==> src/rtl/psum_accumulator.sv <==
// Sums three kernel-row partial sums per beat, accumulates across input channels and,
// on the last channel, applies bias, ReLU and rounding requantisation to an 8-bit activation.
module psum_accumulator #(
    parameter int unsigned ACC_W = 32,
    parameter int unsigned SHIFT = 8,
    parameter int unsigned CNT_W = 16
) (
    input  logic                    clk,
    input  logic                    rst,
    input  logic signed [24:0]      psum0,
    input  logic signed [24:0]      psum1,
    input  logic signed [24:0]      psum2,
    input  logic                    in_first,
    input  logic                    in_last,
    input  logic                    in_valid,
    output logic                    in_ready,
    input  logic signed [ACC_W-1:0] bias,
    output logic [7:0]              out_data,
    output logic                    out_valid,
    input  logic                    out_ready,
    output logic [CNT_W-1:0]        ch_count,
    output logic                    err
);

    localparam int unsigned ROW_W = 27;
    localparam int unsigned OUT_W = 8;
    localparam logic signed [ACC_W-1:0] ACC_MAX = {1'b0, {(ACC_W-1){1'b1}}};
    localparam logic signed [ACC_W-1:0] ACC_MIN = ~ACC_MAX;
    localparam logic [ACC_W:0]          RND     = (ACC_W+1)'(1) << (SHIFT-1);
    localparam logic [ACC_W:0]          OUT_MAX = (ACC_W+1)'(255);

    // Signed add that clamps to the accumulator range instead of wrapping.
    function automatic logic signed [ACC_W-1:0] sat_add(
        input logic signed [ACC_W-1:0] a,
        input logic signed [ACC_W-1:0] b
    );
        logic signed [ACC_W:0]   s;
        logic signed [ACC_W-1:0] r;
        s = (ACC_W+1)'(a) + (ACC_W+1)'(b);
        if (s[ACC_W] != s[ACC_W-1]) begin
            r = s[ACC_W] ? ACC_MIN : ACC_MAX;
        end else begin
            r = s[ACC_W-1:0];
        end
        return r;
    endfunction

    logic                    stall;
    logic                    xfer;
    logic signed [ROW_W-1:0] row_sum_c;

    logic                    s1_valid;
    logic                    s1_first;
    logic                    s1_last;
    logic signed [ROW_W-1:0] s1_sum;

    logic                    s2_valid;
    logic                    s2_last;
    logic signed [ACC_W-1:0] acc;
    logic                    acc_active;

    logic signed [ACC_W-1:0] row_ext_c;
    logic signed [ACC_W-1:0] acc_sum_c;
    logic                    restart_c;
    logic [CNT_W-1:0]        cnt_inc_c;

    logic signed [ACC_W-1:0] biased_c;
    logic [ACC_W-1:0]        relu_c;
    logic [ACC_W:0]          rounded_c;
    logic [ACC_W:0]          shifted_c;
    logic [OUT_W-1:0]        act_c;

    // A held output freezes the whole pipeline.
    assign stall     = out_valid & ~out_ready;
    assign in_ready  = ~stall;
    assign xfer      = in_valid & in_ready;
    assign row_sum_c = ROW_W'(psum0) + ROW_W'(psum1) + ROW_W'(psum2);

    // S1: window row sum
    always_ff @(posedge clk or posedge rst) begin
        if (rst) begin
            s1_valid <= 1'b0;
            s1_first <= 1'b0;
            s1_last  <= 1'b0;
            s1_sum   <= '0;
        end else if (!stall) begin
            s1_valid <= xfer;
            if (xfer) begin
                s1_first <= in_first;
                s1_last  <= in_last;
                s1_sum   <= row_sum_c;
            end
        end
    end

    // A beat with no open window is treated as a window start.
    always_comb begin
        row_ext_c = ACC_W'(s1_sum);
        acc_sum_c = sat_add(acc, row_ext_c);
        restart_c = s1_first | ~acc_active;
        cnt_inc_c = (ch_count == {CNT_W{1'b1}}) ? ch_count : ch_count + CNT_W'(1);
    end

    // S2: channel accumulation and framing
    always_ff @(posedge clk or posedge rst) begin
        if (rst) begin
            s2_valid   <= 1'b0;
            s2_last    <= 1'b0;
            acc        <= '0;
            acc_active <= 1'b0;
            ch_count   <= '0;
            err        <= 1'b0;
        end else if (!stall) begin
            s2_valid <= s1_valid;
            s2_last  <= s1_last;
            if (s1_valid) begin
                if (restart_c) begin
                    acc      <= row_ext_c;
                    ch_count <= CNT_W'(1);
                end else begin
                    acc      <= acc_sum_c;
                    ch_count <= cnt_inc_c;
                end
                if (s1_first == acc_active) begin
                    err <= 1'b1;
                end
                acc_active <= ~s1_last;
            end
        end
    end

    // Bias, ReLU, round-half-up shift, clamp to 8 bits.
    always_comb begin
        biased_c  = sat_add(acc, bias);
        relu_c    = biased_c[ACC_W-1] ? '0 : biased_c;
        rounded_c = {1'b0, relu_c} + RND;
        shifted_c = rounded_c >> SHIFT;
        act_c     = (shifted_c > OUT_MAX) ? 8'hFF : shifted_c[OUT_W-1:0];
    end

    // S3: output register
    always_ff @(posedge clk or posedge rst) begin
        if (rst) begin
            out_valid <= 1'b0;
            out_data  <= '0;
        end else if (!stall) begin
            out_valid <= s2_valid & s2_last;
            if (s2_valid && s2_last) begin
                out_data <= act_c;
            end
        end
    end

endmodule

==> config.mk <==
export PLATFORM = sky130hd
export DESIGN_NAME = psum_accumulator
export DESIGN_NICKNAME = d
export VERILOG_FILES = /design/src/rtl/psum_accumulator.sv
export SDC_FILE = /design/constraint.sdc
export NUM_CORES = 1
export LEC_CHECK = 0
export CAP_MARGIN = 40
export CORE_ASPECT_RATIO = 1.25
export CORE_MARGIN = 5
export CORE_UTILIZATION = 61
export DETAILED_ROUTE_END_ITERATION = 16
export HOLD_SLACK_MARGIN = 0.08
export PLACE_DENSITY_LB_ADDON = 0.1
export SETUP_SLACK_MARGIN = 0.05
export SLEW_MARGIN = 5
export SYNTH_ARGS = -nofsm -noshare
export SYNTH_HDL_FRONTEND = slang
export SYNTH_SLANG_ARGS = --single-unit
export TNS_END_PERCENT = 1
==> constraint.sdc <==
create_clock -name clk -period 12.61 [get_ports clk]
set_input_delay 1.8915 -clock clk [delete_from_list [all_inputs] [get_ports clk]]
set_output_delay 1.8915 -clock clk [all_outputs]
set_load 0.03 [all_outputs]
# Yosys cells after proc, flatten, opt, wreduce, memory -nomap -nowiden
# Cells that the tools add are included.
# Widths: inputs -> output; s select.
dict set report totals {
  reg_bits 91
  latch_bits 0
  ram_bits 0
  rom_bits 0
  input_bits 113
  out_inout_bits 27
  elab_cells 47
  mem_count 0
}
dict set report op_classes {
  addsub 6
  multipliers 0
  div_mod_pow 0
  magnitude_cmp 1
  eq_ne 5
  shift 0
  muxes 9
  bitwise_logic 8
  n_reduce_logical 6
}
# op count
set op_table {}
lappend op_table {{$mux 32} 5}
lappend op_table {{$add 32x27->33} 1}
lappend op_table {{$add 32x32->33} 1}
lappend op_table {{$add 31x8->32 const B} 1}
lappend op_table {{$mux 16} 2}
lappend op_table {{$mux 31} 1}
lappend op_table {{$add 26x25->27} 1}
lappend op_table {{$add 25x25->26} 1}
lappend op_table {{$gt 24x8->1 const B} 1}
lappend op_table {{$add 16x1->16 const B} 1}
lappend op_table {{$eq 16x16->1 const B} 1}
lappend op_table {{$mux 8} 1}
lappend op_table {{$reduce_and 2->1} 3}
lappend op_table {{$reduce_and 3->1} 2}
lappend op_table {{$not 1->1} 4}
lappend op_table {{$and 1x1->1} 3}
lappend op_table {{$ne 1x1->1} 2}
lappend op_table {{$ne 2x2->1 const B} 1}
lappend op_table {{$eq 1x1->1} 1}
lappend op_table {{$logic_and 1x1->1} 1}
lappend op_table {{$or 1x1->1} 1}

# Depth between registers and ports, before layout
# Gate-level depths: netlist of the first run.
dict set report depth {
  depth_word 7
  depth_mapped 26
  depth_no_buf 24
}

# Least setup slack after synthesis of the first run
# OpenSTA, ideal clock, no wires.
dict set report synth_timing {
  kind {input port to flip-flop}
  from {in bias[12]}
  to {reg out_data[0]}
  setup_time_ns 0.142
  t_arrival_ns 7.227
  required_time_ns 12.468
  path_slack_ns 5.241
  path_stages 26
  path_cell_list {ha_1 buf_6 a21oi_2 o21ai_0 a31oi_1 a31oi_2 o2111ai_1 a311oi_1 o21a_1 or2_2 xor2_1 ha_1 clkbuf_1 clkbuf_1 clkbuf_1 clkbuf_1 nor2_1 nor2_1 ha_1 o21ai_0 nor4b_2 and3b_1 a21boi_1 o2111ai_1 nor2_4 a41oi_1}
}
dict set report synth_via {
  elab_chain_cells 7
  elab_cells_between_ends 8
}
# element line_no
set synth_lines {}
lappend synth_lines {{start, declared} 17} ;# input logic signed [ACC_W-1:0] bias,
lappend synth_lines {{$add 32x32->33 (*)} 39} ;# s = (ACC_W+1)'(a) + (ACC_W+1)'(b);
lappend synth_lines {{$mux 32 or $ne 1x1->1 (tied branches)} {41, 40}}
lappend synth_lines {{$mux 32 (*)} 40} ;# if (s[ACC_W] != s[ACC_W-1]) begin
lappend synth_lines {{$mux 31 (*)} 135} ;# relu_c = biased_c[ACC_W-1] ? '0 : biased_c;
lappend synth_lines {{$add 31x8->32 (*)} 136} ;# rounded_c = {1'b0, relu_c} + RND;
lappend synth_lines {{$gt 24x8->1} 138} ;# act_c = (shifted_c > OUT_MAX) ? 8'hFF : shifted_c[OUT_W-1:0];
lappend synth_lines {{$mux 8 (*)} 138}
lappend synth_lines {{end signal, assigned} 149} ;# out_data <= act_c;
lappend synth_lines {{end, declared} 18} ;# output logic [7:0] out_data,
# Mark *: on every way between the ends. The rest lies on a longest branch, timed or not.
# A chain may end at the register's enable or synchronous reset.

# Worst setup path in the final report of the first run
dict set report layout_timing {
  from {in bias[12]}
  to {reg out_data[4]}
}
# Same word-level chain as after synthesis.

==> results.cfg, run 1 <==
[status]
status = complete, no violations

[placement]
place_hpwl_um = 20500
portBuffers = 139
place_congestion = 0.990

[clocking]
cts-resized-gates = 0
root_buffer = clkbuf_16
clk_pin_slew_worst_paths_ns = 0.08
cts_buffers = 9
cts_max_path_buffers = 2
h-tree-depth = 3
clock_latency_ns = 0.36
cts.sinks = 91
holdBufCountCts = 0
post_cts_buffers = 0
cts_tree = yes

[setup_path]
crit_chain = clkdlybuf4s50_1, ha_1, a21oi_2, o21ai_0, a31oi_1, a31oi_2, o2111ai_1, a311oi_1, o21a_1, or2_2, xor2_1, ha_1, inv_1, o21ai_0, a31o_2, a21oi_1, ha_1, o21ai_0, nor4b_2, and3b_1, a21boi_1, o2111ai_1, nor2_4, a41oi_1
cp-endpoint = out_data[4]$_DFFE_PP0P_
crit_type = input pin to register
critical_path.endpoint_type = register
crit_start = bias[12]
crit_buf_inv = 2
reg2reg_depth = 23
start_kind = input pin
crit_slowest_cell = ha_1
worstPathMaxFanout = 13
rrSetupSlack_ns = 6.11
r2r-start = acc[12]$_DFFE_PP0P_
cp_slowest_stage_delay_ns = 0.48
reg2reg_to = out_data[4]$_DFFE_PP0P_
path_delay_family = compound AO/OA/AOI/OAI gates
cp_num_cells = 24
cp.arrival_ns = 8.22
critPathRequiredTime_ns = 12.82

[sta]
worst_pin_slew_ns = 0.811
maxSlewHeadroom = 0.458
max_freq_ghz = 0.125
rsz0062_at_grt = no
clock_skew_ns = 0.0101
period_needed_ns = 8.01
setup_tns_ns = 0
fin_crit_sh = 0.635
whs_ns = 0.472
setup_viol = 0
hold_violations = 0
final-max-slew-violation-count = 0

[logic_synthesis]
syn_nets = 1393
ys_warn_count = 0
ys_seq_area_frac = 0.235
ys_types = 86
synth-seq-cells = 91
syn_area_mm2 = 0.00970
synth_area_per_cell_um2 = 8.37
synthArstFlopShare = 1.00
ys.flop_type = dfrtp_1
synth_edf_count = 0
syn_inst = 1160

[finish]
layout_commonest_cell = clkdlybuf4s50_1
area_growth_pct = 19.5
diodes = 0
fillers = 1244
layout.nets = 1514
mostFrequentLayoutCells = 139 x clkdlybuf4s50_1, 115 x nand2_1, 98 x a21oi_1, 93 x o21ai_0, 93 x ha_1
drive_gt1_frac = 0.0575
multi_input_area_mm2 = 0.00713
seq_area_mm2 = 0.00228

[die]
die_area_mm2 = 0.0185
coreArea_mm2 = 0.0156
row_count = 51
die_y_um = 151
io_pins = 140
initial_core_util = 0.621
die_x_um = 123

[detailed_routing]
drt-wirelength-per-cell_um = 17.1
ant_nets = 0
drcViolationCount = 0
drtIter0Drc = 601
viasPerCell = 6.20
routed_wl_um = 25600
vias = 9290
drt_pre_antenna_iters = 7

[grt]
overflow = 0
grt_pass1_vias = 9012
antenna_found_initial = 0
grt_max_degree = 61
grt_pass1_wl_um = 42000
grt_use_total = 0.280

[min_path]
hp-class = register to register

[power]
peakVddDrop_uv = 178
power_leakage_nw = 5.04
pwr_density_cell_mw_per_mm2 = 288

[job]
max-cap-violations = 0
## per-stage QoR
| stage | worst slack [ns] | power, mW | area (um2) | instances | utilization |
|---|---|---|---|---|---|
| global route | 4.20 | 3.64 | 11600 | 1498 | 0.742 |
| floorplan | 5.24 | 2.45 | 9700 | 1160 | - |
| finish | 4.60 | 3.34 | 11600 | 1498 | 0.742 |
| detailed placement | 4.33 | 3.02 | 11300 | 1482 | 0.723 |
| global placement | 4.48 | 2.98 | 11300 | 1479 | 0.720 |
| CTS | 4.64 | 3.31 | 11600 | 1498 | 0.742 |
## logic make-up after synthesis
family	share of synthesized area
adders and majority gates	0.178
DFF	0.235
muxes	0.0170
AOI/OAI and AO/OA	0.268
xor gates and xnor gates	0.0677
buffers and inverters	0.0307
and+or+nand+nor	0.204
## registers in the layout, summed over array words and instances (netlist names)
name / cells
out_data: 8
s1_first: 1
ch_count: 16
s2_last: 1
err: 1
s2_valid: 1
acc_active: 1
acc: 32
s1_sum: 27
s1_last: 1
s1_valid: 1
out_valid: 1
## final cells by class
cell class                      instances  share of cell area
Inverter                               38              0.0124
Clock buffer                            9              0.0194
Clock inverter                          7             0.00636
Timing Repair Buffer                  148               0.128
Tap cell                              212              0.0229
Multi-Input combinational cell        993               0.615
Sequential cell                        91               0.196
## cell usage after synthesis, drive strengths merged (4+ instances only)
master | n | area, um2
o311ai | 4 | 35.0
nor3 | 21 | 110
nor2b | 12 | 75.1
xor2 | 30 | 263
a31o | 5 | 43.8
o2111ai | 7 | 61.3
xnor2 | 45 | 394
or3 | 27 | 169
or2 | 13 | 81.3
dfrtp | 91 | 2280
nand2 | 116 | 435
and4 | 4 | 35.0
a41oi | 9 | 86.3
o21ai | 98 | 494
o31ai | 10 | 80.1
mux2i | 6 | 60.1
inv | 38 | 143
a31oi | 12 | 87.6
o211ai | 20 | 150
clkbuf | 27 | 101
nand2b | 17 | 106
o211a | 4 | 40.0
fa | 27 | 541
ha | 93 | 1160
and3 | 19 | 119
a21o | 45 | 338
a21oi | 99 | 499
nor2 | 79 | 307
o21a | 19 | 143
o21bai | 7 | 52.6
and2 | 7 | 43.8
buf | 11 | 53.8
nand3 | 25 | 125
mux2 | 9 | 105
nor3b | 19 | 143
nand4 | 12 | 81.3
a211oi | 12 | 90.1
a32oi | 5 | 43.8
## report_power, final
part | internal [mW] | total, mW | switching [mW]
clock network | 0.141 | 0.274 | 0.133
logic | 1.04 | 2.54 | 1.50
registers | 0.404 | 0.530 | 0.126
## how the worst min path moves through the flow
stage,from,end,cells past startpoint
floorplan,s1_last$_DFFE_PP0P_,acc_active$_DFFE_PP0P_,1
global placement,err$_DFFE_PP0P_,err$_DFFE_PP0P_,1
detailed placement,err$_DFFE_PP0P_,err$_DFFE_PP0P_,1
CTS,err$_DFFE_PP0P_,err$_DFFE_PP0P_,1
global route,err$_DFFE_PP0P_,err$_DFFE_PP0P_,1
finish,err$_DFFE_PP0P_,err$_DFFE_PP0P_,1
## metal layers
| metal | up-vias | global-route usage | share of wire |
|---|---|---|---|
| met4 | 0 | 0.0975 | 0.028 |
| met3 | 48 | 0.0351 | 0.052 |
| li1 | 4543 | - | - |
| met2 | 302 | 0.502 | 0.50 |
| met5 | - | 0 | 0 |
| met1 | 4397 | 0.345 | 0.42 |
Power figures use the tool's default switching activity.
==> run 2: changes to the inputs <==
--- a/config.mk
+++ b/config.mk
@@ -8,7 +8,7 @@
 export CAP_MARGIN = 40
 export CORE_ASPECT_RATIO = 1.25
 export CORE_MARGIN = 5
-export CORE_UTILIZATION = 61
+export CORE_UTILIZATION = 51
 export DETAILED_ROUTE_END_ITERATION = 16
 export HOLD_SLACK_MARGIN = 0.08
 export PLACE_DENSITY_LB_ADDON = 0.1
==> constraint.sdc (replaced) <==
create_clock -name clk -period 6.6 [get_ports clk]
set_input_delay 0.99 -clock clk [delete_from_list [all_inputs] [get_ports clk]]
set_output_delay 0.99 -clock clk [all_outputs]
set_load 0.03 [all_outputs]
==> run 2 against run 1 <==
  * Setup slack got worse by 4.3 ns
  * Sequential power rose by 89%
  * Via count rose by 0.33%
  * Critical path depth did not move
  * Core utilization fell by 10 points
  * Combinational power rose by 110%
  * Die area rose by 18%
  * Non-clock buffer count rose by 49
  * First-iteration DRC count fell by 16%
  * Largest power group unchanged
  * Highest routed layer unchanged
==> results.cfg, run 2 (synthesized netlist as in run 1, its figures left out) <==
[setup_path]
start_kind = input pin
critPathRequiredTime_ns = 6.82
critical_path.endpoint_type = register
cp_slowest_stage_delay_ns = 0.60
worstPathMaxFanout = 9
crit_slowest_cell = or4_4
cp.arrival_ns = 6.50
crit_type = input pin to register
crit_chain = clkdlybuf4s50_1, ha_1, a21o_1, a21o_1, o211ai_1, a31oi_2, o2111ai_2, a311oi_1, o21a_1, or2_2, xor2_1, buf_4, ha_1, buf_12, nor3_1, nand4_1, o211ai_1, or4_4, nor4b_4, and3b_1, a21boi_1, o2111ai_1, nor2_4, a41oi_1

[clocking]
holdBufCountCts = 0
cts_tree = yes
cts_max_path_buffers = 2
cts_buffers = 9
cts.sinks = 91
h-tree-depth = 3
clock_latency_ns = 0.36
clk_pin_slew_worst_paths_ns = 0.08
root_buffer = clkbuf_16

[power]
totalPowerFinal_mw = 6.86
pwr_density_cell_mw_per_mm2 = 571
power.share.switching = 0.503
power_leakage_nw = 5.28
peakVddDrop_uv = 254
clkPwrFrac = 0.077
p_comb_frac = 0.777
seqPwrFrac = 0.146
cell_internal_pwr_mw = 3.41
power_switching_mw = 3.45

[finish]
diodes = 0
drive_gt1_frac = 0.0951
mostFrequentLayoutCells = 139 x clkdlybuf4s50_1, 115 x nand2_1, 98 x a21oi_1, 93 x ha_1, 92 x o21ai_0
final_util = 0.640
layout.nets = 1563
largest_reg_flops = 32
final_area_mm2 = 0.0120
area_growth_pct = 23.8
layout_commonest_cell = clkdlybuf4s50_1
max_flop_register = acc
largestRegisters = acc: 32 flops, s1_sum: 27 flops, ch_count: 16 flops

[detailed_routing]
viasPerCell = 5.95
drcViolationCount = 0
drtIter0Drc = 503
drt-wirelength-per-cell_um = 16.5
drt_pre_antenna_iters = 5
routed_wl_um = 25900
vias = 9321
ant_nets = 0

[die]
die_y_um = 164
die_x_um = 133
initial_core_util = 0.517
coreArea_mm2 = 0.0188
die_area_mm2 = 0.0219
io_pins = 140
row_count = 56

[sta]
fin_crit_sh = 0.951
rsz0062_at_grt = no
period_needed_ns = 6.28
setup_viol = 0
maxSlewHeadroom = 0.436
hold_violations = 0
clock_skew_ns = 0.0160
final-max-slew-violation-count = 0
max_freq_ghz = 0.159
worst_pin_slew_ns = 0.844

[placement]
placed_area_mm2 = 0.0117
place_congestion = 0.919
place_hpwl_um = 21200
portBuffers = 139

[job]
max-cap-violations = 0

[grt]
grt_pass1_vias = 9048
antenna_found_initial = 0
grt_use_total = 0.237
grt_max_degree = 61
overflow = 0
met1_usage = 0.285
use_met3 = 0.0349
grt.busiest_layer = met2
grt_pass1_wl_um = 42700
grtUsageMet2 = 0.436

[min_path]
hp-class = register to register

[status]
status = complete, no violations
-- run 2: final cells by class --
cell class / instances / area, um2
well taps: 232 / 290
flip-flops and latches: 91 / 2280
clock buffers: 9 / 225
multi-input cells: 993 / 7160
repair buffers: 197 / 1840
clock inverters: 7 / 73.8
inverters: 38 / 144
fillers: 1743 / 6770
-- run 2: per-stage QoR --
stage / setup WS [ns] / hold slack, ns / std cells / TNS [ns]
global route: 0.0628 / 0.504 / 1567 / 0
finish: 0.320 / 0.475 / 1567 / 0
CTS: 0.227 / 0.484 / 1566 / 0
global placement: -0.0428 / 0.460 / 1549 / -0.307
floorplan: 0.132 / 0.450 / 1160 / 0
detailed placement: -0.149 / 0.465 / 1550 / -1.11
-- run 2: worst paths after layout --
check | slack, ns | cells after the start | end | start
hold reg to reg | 0.47 | 1 | err$_DFFE_PP0P_ | err$_DFFE_PP0P_
hold / removal | 0.47 | 1 | err$_DFFE_PP0P_ | err$_DFFE_PP0P_
max in group asynchronous | 4.43 | 3 | s1_sum[11]$_DFFE_PP0P_ | rst
setup reg to reg | 0.98 | 23 | out_data[0]$_DFFE_PP0P_ | acc[4]$_DFFE_PP0P_
min in group asynchronous | 1.02 | 2 | acc[27]$_DFFE_PP0P_ | rst
setup / recovery | 0.32 | 24 | out_data[0]$_DFFE_PP0P_ | bias[4]
-- run 2: routing by layer --
metal,up-vias,share of wire
met5,-,0
met4,0,0.029
met3,49,0.041
met2,240,0.50
met1,4393,0.43
li1,4639,-
-- run 2: what timing repair did --
| item | 4_1_cts | 5_1_grt |
|---|---|---|
| endpoints found under the hold margin | 0 | 0 |
| buffers inserted | 0 | 1 |
| resized for setup | 0 | 7 |
| setup endpoints to repair | 0 | 8 |
-- run 2: critical path, delay by kind of cell --
family	cells	cell delay, ns
fa+ha+maj	2	0.67
buf+inv	3	0.70
xor+xnor	1	0.14
compound gates	11	2.13
simple gates	7	1.85
-- run 2: power by group through the flow --
stage	Clock, mW	Combinational (mW)	Sequential [mW]
after floorplan	0	3.73	0.955
after global placement	0	5.17	1.00
after detailed placement	0	5.23	1.01
after CTS	0.537	5.26	0.999
after global routing	0.565	5.91	1.03
final	0.526	5.33	1.00
==> run 3: changes to the inputs <==
--- a/config.mk
+++ b/config.mk
@@ -5,6 +5,7 @@
 export SDC_FILE = /design/constraint.sdc
 export NUM_CORES = 1
 export LEC_CHECK = 0
+export ABC_CLOCK_PERIOD_IN_PS = 6600
 export CAP_MARGIN = 40
 export CORE_ASPECT_RATIO = 1.25
 export CORE_MARGIN = 5
==> results of run 3 <==
Same layout as run 2: the final DEF is identical, and so are final timing and power.
